## src/rtl/wb_arb_pkg.sv

```systemverilog
// wb_arb_pkg: shared types and default widths for the two-master Wishbone arbiter
package wb_arb_pkg;
  localparam int DEF_ADDR_W = 4;
  localparam int DEF_DATA_W = 32;
  localparam int DEF_TIMEOUT = 255;
  typedef enum logic [1:0] {ARB_IDLE, ARB_REQ, ARB_WAIT} arb_state_t;
  typedef struct packed {
    logic [DEF_ADDR_W-1:0]   adr;
    logic [DEF_DATA_W-1:0]   dat;
    logic [DEF_DATA_W/8-1:0] sel;
    logic                    we;
  } t_wb_req;
endpackage

```

## src/rtl/wb_arb_timer.sv

```systemverilog
// wb_arb_timer: counts cycles while enabled and flags the last cycle before timeout
module wb_arb_timer #(
  parameter int TIMEOUT = 255,
  localparam int TW = $clog2(TIMEOUT)
) (
  input  logic clk_i,
  input  logic rst_n_i,
  input  logic clear_i,
  input  logic en_i,
  output logic expire_o
);
  logic [TW-1:0] cnt_q, cnt_d;
  always_comb cnt_d = clear_i ? '0 : en_i ? cnt_q + 1'b1 : cnt_q;
  assign expire_o = en_i & (cnt_q == TW'(TIMEOUT - 1));
  always_ff @(posedge clk_i or negedge rst_n_i)
    if (!rst_n_i) cnt_q <= '0;
    else cnt_q <= cnt_d;
endmodule

```

## src/rtl/wb_rr_arbiter2.sv

```systemverilog
// wb_rr_arbiter2: round-robin arbiter serialising two pipelined Wishbone masters onto one slave,
// one transaction at a time, with a timeout that answers a silent slave with err.
module wb_rr_arbiter2
  import wb_arb_pkg::*;
#(
  parameter int ADDR_W = DEF_ADDR_W,
  parameter int DATA_W = DEF_DATA_W,
  parameter int TIMEOUT = DEF_TIMEOUT,
  localparam int SEL_W = DATA_W / 8
) (
  input  logic              clk_i,
  input  logic              rst_n_i,
  input  logic              m0_cyc_i,
  input  logic              m0_stb_i,
  input  logic              m0_we_i,
  input  logic [ADDR_W-1:0] m0_adr_i,
  input  logic [SEL_W-1:0]  m0_sel_i,
  input  logic [DATA_W-1:0] m0_dat_i,
  output logic              m0_ack_o,
  output logic              m0_err_o,
  output logic              m0_stall_o,
  output logic [DATA_W-1:0] m0_dat_o,
  input  logic              m1_cyc_i,
  input  logic              m1_stb_i,
  input  logic              m1_we_i,
  input  logic [ADDR_W-1:0] m1_adr_i,
  input  logic [SEL_W-1:0]  m1_sel_i,
  input  logic [DATA_W-1:0] m1_dat_i,
  output logic              m1_ack_o,
  output logic              m1_err_o,
  output logic              m1_stall_o,
  output logic [DATA_W-1:0] m1_dat_o,
  output logic              s_cyc_o,
  output logic              s_stb_o,
  output logic              s_we_o,
  output logic [ADDR_W-1:0] s_adr_o,
  output logic [SEL_W-1:0]  s_sel_o,
  output logic [DATA_W-1:0] s_dat_o,
  input  logic              s_ack_i,
  input  logic              s_err_i,
  input  logic              s_stall_i,
  input  logic [DATA_W-1:0] s_dat_i,
  output logic              grant_o
);
  typedef struct packed {
    logic [ADDR_W-1:0] adr;
    logic [DATA_W-1:0] dat;
    logic [SEL_W-1:0]  sel;
    logic              we;
  } req_t;
  arb_state_t state_q, state_d;
  req_t req_q, req_d;
  logic last_q, last_d, grant_q, grant_d;
  logic ack0_q, ack0_d, err0_q, err0_d, ack1_q, ack1_d, err1_q, err1_d;
  logic [DATA_W-1:0] dat0_q, dat0_d, dat1_q, dat1_d;
  logic req0, req1, pick, go, own_cyc, rsp, expire, busy;
  assign req0 = m0_cyc_i & m0_stb_i;
  assign req1 = m1_cyc_i & m1_stb_i;
  assign busy = state_q != ARB_IDLE;
  // Stall must read 1 while reset is held, even if a master is requesting.
  assign go = rst_n_i & !busy & (req0 | req1);
  assign pick = (req0 & req1) ? ~last_q : req1;
  assign own_cyc = grant_q ? m1_cyc_i : m0_cyc_i;
  assign rsp = (state_q == ARB_WAIT) & (s_ack_i | s_err_i);
  wb_arb_timer #(.TIMEOUT(TIMEOUT)) u_timer (
    .clk_i   (clk_i),
    .rst_n_i (rst_n_i),
    .clear_i (!busy),
    .en_i    (busy),
    .expire_o(expire)
  );
  always_comb begin
    state_d = state_q;
    req_d = req_q;
    last_d = last_q;
    grant_d = grant_q;
    ack0_d = 1'b0;
    err0_d = 1'b0;
    ack1_d = 1'b0;
    err1_d = 1'b0;
    dat0_d = dat0_q;
    dat1_d = dat1_q;
    if (go) begin
      state_d = ARB_REQ;
      grant_d = pick;
      req_d.adr = pick ? m1_adr_i : m0_adr_i;
      req_d.dat = pick ? m1_dat_i : m0_dat_i;
      req_d.sel = pick ? m1_sel_i : m0_sel_i;
      req_d.we = pick ? m1_we_i : m0_we_i;
    end else if (busy) begin
      if (!own_cyc) begin
        state_d = ARB_IDLE;
        last_d = grant_q;
      end else if (rsp | expire) begin
        state_d = ARB_IDLE;
        last_d = grant_q;
        ack0_d = !grant_q & rsp & !s_err_i;
        ack1_d = grant_q & rsp & !s_err_i;
        err0_d = !grant_q & (rsp ? s_err_i : 1'b1);
        err1_d = grant_q & (rsp ? s_err_i : 1'b1);
        dat0_d = (rsp & !grant_q) ? s_dat_i : dat0_q;
        dat1_d = (rsp & grant_q) ? s_dat_i : dat1_q;
      end else if (state_q == ARB_REQ && !s_stall_i) state_d = ARB_WAIT;
    end
  end
  always_ff @(posedge clk_i or negedge rst_n_i)
    if (!rst_n_i) begin
      state_q <= ARB_IDLE;
      req_q <= '0;
      last_q <= 1'b1;
      grant_q <= 1'b0;
      ack0_q <= 1'b0;
      err0_q <= 1'b0;
      ack1_q <= 1'b0;
      err1_q <= 1'b0;
      dat0_q <= '0;
      dat1_q <= '0;
    end else begin
      state_q <= state_d;
      req_q <= req_d;
      last_q <= last_d;
      grant_q <= grant_d;
      ack0_q <= ack0_d;
      err0_q <= err0_d;
      ack1_q <= ack1_d;
      err1_q <= err1_d;
      dat0_q <= dat0_d;
      dat1_q <= dat1_d;
    end
  assign m0_stall_o = !(go & !pick);
  assign m1_stall_o = !(go & pick);
  assign m0_ack_o = ack0_q;
  assign m0_err_o = err0_q;
  assign m0_dat_o = dat0_q;
  assign m1_ack_o = ack1_q;
  assign m1_err_o = err1_q;
  assign m1_dat_o = dat1_q;
  assign s_cyc_o = busy;
  assign s_stb_o = state_q == ARB_REQ;
  assign s_we_o = req_q.we;
  assign s_adr_o = req_q.adr;
  assign s_sel_o = req_q.sel;
  assign s_dat_o = req_q.dat;
  assign grant_o = grant_q;
endmodule

```

## config.mk

```make
export PLATFORM = sky130hd
export DESIGN_NAME = wb_rr_arbiter2
export DESIGN_NICKNAME = d
export VERILOG_FILES = /design/src/rtl/wb_arb_pkg.sv /design/src/rtl/wb_arb_timer.sv /design/src/rtl/wb_rr_arbiter2.sv
export SDC_FILE = /design/constraint.sdc
export NUM_CORES = 1
export LEC_CHECK = 0
export BUFFER_PORTS_ARGS = -buffer_cell sky130_fd_sc_hd__buf_2
export CAP_MARGIN = 20
export CELL_PAD_IN_SITES_DETAIL_PLACEMENT = 0
export CELL_PAD_IN_SITES_GLOBAL_PLACEMENT = 1
export CORE_ASPECT_RATIO = 0.8
export CORE_MARGIN = 1
export CORE_UTILIZATION = 36
export CTS_CLUSTER_DIAMETER = 120
export DETAILED_ROUTE_END_ITERATION = 8
export PLACE_DENSITY = 0.88
export SYNTH_ARGS = -nofsm -noshare
export SYNTH_HDL_FRONTEND = slang
export SYNTH_SLANG_ARGS = --single-unit
```

## constraint.sdc

```tcl
create_clock -name clk_i -period 2.09 [get_ports clk_i]
set_clock_uncertainty 0.1 [all_clocks]
set_input_delay 0.209 -clock clk_i [delete_from_list [all_inputs] [get_ports clk_i]]
set_output_delay 0.209 -clock clk_i [all_outputs]
set_load 0.005 [all_outputs]
```

==> flow_metrics.py <==
metrics = {
    "yosys": {
        "synth_mux_area_share_pct": 14.75,
        "synth_most_common_cell": "dfrtp_1",
        "synth_edf_count": 0,
        "synth_top_family_by_area": "multiplexers",
        "yosysTopAreaCell": "dfrtp_1",
        "ys_seq_area_share_pct": 60.21,
        "synthAdderAreaFrac_pct": 0.4974,
        "async_flop_share_pct": 100.0,
        "ys_warn_count": 0,
        "synth_area_um2": 5031,
        "synth.net_count": 475,
        "synth_compound_area_share_pct": 9.600,
        "ys_seq_elements": 121,
        "synthFlopType": "dfrtp_1",
        "synth.cells.most_frequent": "dfrtp_1 (120), mux2_2 (65), a221o_1 (39)",
        "synth_top_area_share_pct": 59.69,
        "ys_types": 37,
        "synth-xor-area-share_pct": 0.6963,
        "synthCells": 350,
        "syn_avg_cell_area_um2": 14.37,
        "synthSimpleGateAreaFrac_pct": 9.973,
        "yosys-top-cells-area": "dfrtp_1 (60%), mux2_2 (15%), a221o_1 (7.8%), and2b_1 (5.7%), buf_8 (1.2%)",
    },
    "critical_path": {
        "critPathKind": "flip-flop to primary output",
        "cp_max_fo": 12,
        "critPathMaxStageDelay_ps": 430,
        "critical_path_buf_inv_count": 3,
        "cp_data_required_time_ps": 1780,
        "cp-startpoint": "state_q[0]",
        "crit_path_end_kind": "primary output",
        "cp_top_family": "simple AND/OR/NAND/NOR gates",
        "cp.arrival_ps": 1710,
        "cp_slowest_cell": "dfrtp_2",
        "timing.rr.start": "state_q[0]",
        "start_kind": "flip-flop",
        "cp_cell_sequence": "nor2_4 -> and3_4 -> nor2b_4 -> buf_12 -> inv_1 -> buf_2",
    },
    "route": {
        "via_per_inst": 4.861,
        "drcViolationCount": 0,
        "ant_nets": 0,
        "first_pass_iters": 4,
        "drt_iter0_markers": 184,
        "vias": 4419,
        "wl_per_cell_um": 16.35,
        "drt-total-wl_mm": 14.86,
    },
    "sta": {
        "finalCritPeriodShare_pct": 96.63,
        "holdWs_ps": 81.18,
        "final-setup-viol-count": 0,
        "max_freq_mhz": 495.1,
        "finalHoldViolCount": 0,
        "drv_slew": 0,
        "fin_crit_ps": 2020,
        "worst_pin_slew_ps": 917.5,
        "slew-limit-headroom_pct": 38.83,
    },
    "final_layout": {
        "fill_cells": 1057,
        "stdcell_count": 909,
        "postLayoutCoreUtil_pct": 60.37,
        "drive_gt1_share_pct": 49.66,
        "antennaDiodeCount": 0,
        "area_growth_pct": 63.17,
        "fin_nets": 841,
    },
    "placed_design": {
        "io_buffers": 236,
        "gp_congestion": 0.7713,
        "hpwl_mm": 9.118,
        "numPlacedInstances": 755,
    },
    "global_route": {
        "antenna_found_initial": 0,
        "gr-total-overflow": 0,
        "grt_pass1_vias": 4765,
        "grt_max_degree": 74,
        "groute.usage.overall_pct": 21.22,
        "grt_pass1_wl_mm": 23.41,
    },
    "die": {
        "initial_utilization_pct": 37.00,
        "coreArea_um2": 13600,
        "die_height_um": 107.7,
        "dieArea_um2": 14450,
        "pin_count": 237,
        "placementRows": 38,
        "die_x_um": 134.2,
    },
    "run_status": {
        "outcome": "completed",
    },
    "power_and_ir_drop": {
        "power_leakage_nw": 4.209,
        "ir_drop_v": 0.0005814,
        "p_per_area_nw_per_um2": 1144,
        "total_power_w": 0.009389,
    },
    "clock_network": {
        "cts.sinks": 121,
        "path_clk_slew_ps": 50,
        "cts.htree.levels": 4,
        "numCtsBuffers": 17,
        "clockBufferDepth": 2,
        "cts_tree": "yes",
        "cts-root-buf": "clkbuf_16",
        "clk_latency_ps": 400,
    },
    "worst_hold_path": {
        "min-delay-start": "m1_cyc_i",
        "hold_class": "primary input to flip-flop",
    },
    "run": {
        "maxCapViolations": 0,
    },
}
## sequential cells by signal, indices dropped and copies added, names as in the netlist
signal and flops:
m0_dat_o 32, m1_dat_o 32, s_dat_o 32, u_timer.cnt_q 8, s_adr_o 4, s_sel_o 4
state_q 2, grant_o 1, last_q 1, m0_ack_o 1, m0_err_o 1, m1_ack_o 1
m1_err_o 1, s_we_o 1
## tightest hold or removal path: cells and delay by family
family	cells	cell delay [ps]
buffers and inverters	1	120
and+or+nand+nor	2	220
## timing repair
| action | 4_1_cts | 5_1_grt |
|---|---|---|
| setup endpoints to repair | 1 | 2 |
| buffers inserted | 1 | 3 |
| pin swaps | 0 | 1 |
| gates cloned | 0 | 1 |
| endpoints found under the hold margin | 164 | 0 |
| gates resized for setup | 0 | 5 |
| hold buffers | 117 | 0 |
## cell type report
type                       count  area, µm²  area share [%]
clock buffer                  20      456.7           5.563
timing repair buffer         369       2537           30.91
inverter                       7      26.28          0.3201
tap                          180      225.2           2.743
clock inverter                12      125.1           1.524
sequential                   121       3032           36.93
multi-input combinational    200       1807           22.01
## cells by family after synthesis
kind of cell,after synthesis
DFF,121
and+or+nand+nor,76
muxes,66
AOI/OAI and AO/OA,52
buffers and inverters,29
xor gates and xnor gates,4
adders and majority gates,2
## layer usage
layer | wire, µm | up-vias | track usage, % | part of all wire (%)
li1 | - | 2006 | - | -
met1 | 5808 | 2180 | 23.35 | 39
met2 | 7641 | 181 | 37.12 | 51
met3 | 784 | 52 | 5.461 | 5.3
met4 | 628 | 0 | 12.60 | 4.2
met5 | 0 | - | 0 | 0
## placed cells by master, fill, tap and decap left out, drive strengths merged, types with 3 or more instances in the layout
cell         instances
a221o               41
nand2                4
dlygate4sd3        117
a21oi                3
dfrtp              120
nor2                12
clkinvlp             3
clkinv               7
inv                  7
nand3                5
mux2                65
and2b               41
xor2                 3
clkbuf              21
buf                251
and3                 3
## report_power, final
part / switching (W) / internal [W] / leakage (nW)
clock: 0.00104 / 0.00181 / 0.282
sequential: 0.000469 / 0.00327 / 1.55
combinational: 0.00111 / 0.00170 / 2.38
total: 0.00262 / 0.00677 / 4.21
## through the flow
stage                     setup slack [ps]  TNS, ps  instance area [µm²]
after detailed placement             202.7        0                 6386
after global placement               265.9        0                 6386
final                                70.39        0                 8209
after CTS                            4.111        0                 8147
after floorplan                      349.3        0                 5031
after global routing                -4.621   -4.621                 8209
## final timing paths
path	slack, ps	depth (start not counted)	end
setup / recovery	70	6	m0_stall_o
hold / removal	80	3	m1_ack_o
setup reg to reg	190	5	s_we_o
hold reg to reg	380	1	u_timer.cnt_q[0]
max in group asynchronous	760	3	m1_dat_o[28]
min in group asynchronous	410	3	s_dat_o[8]
No activity file was read; power rests on OpenSTA's default activity.
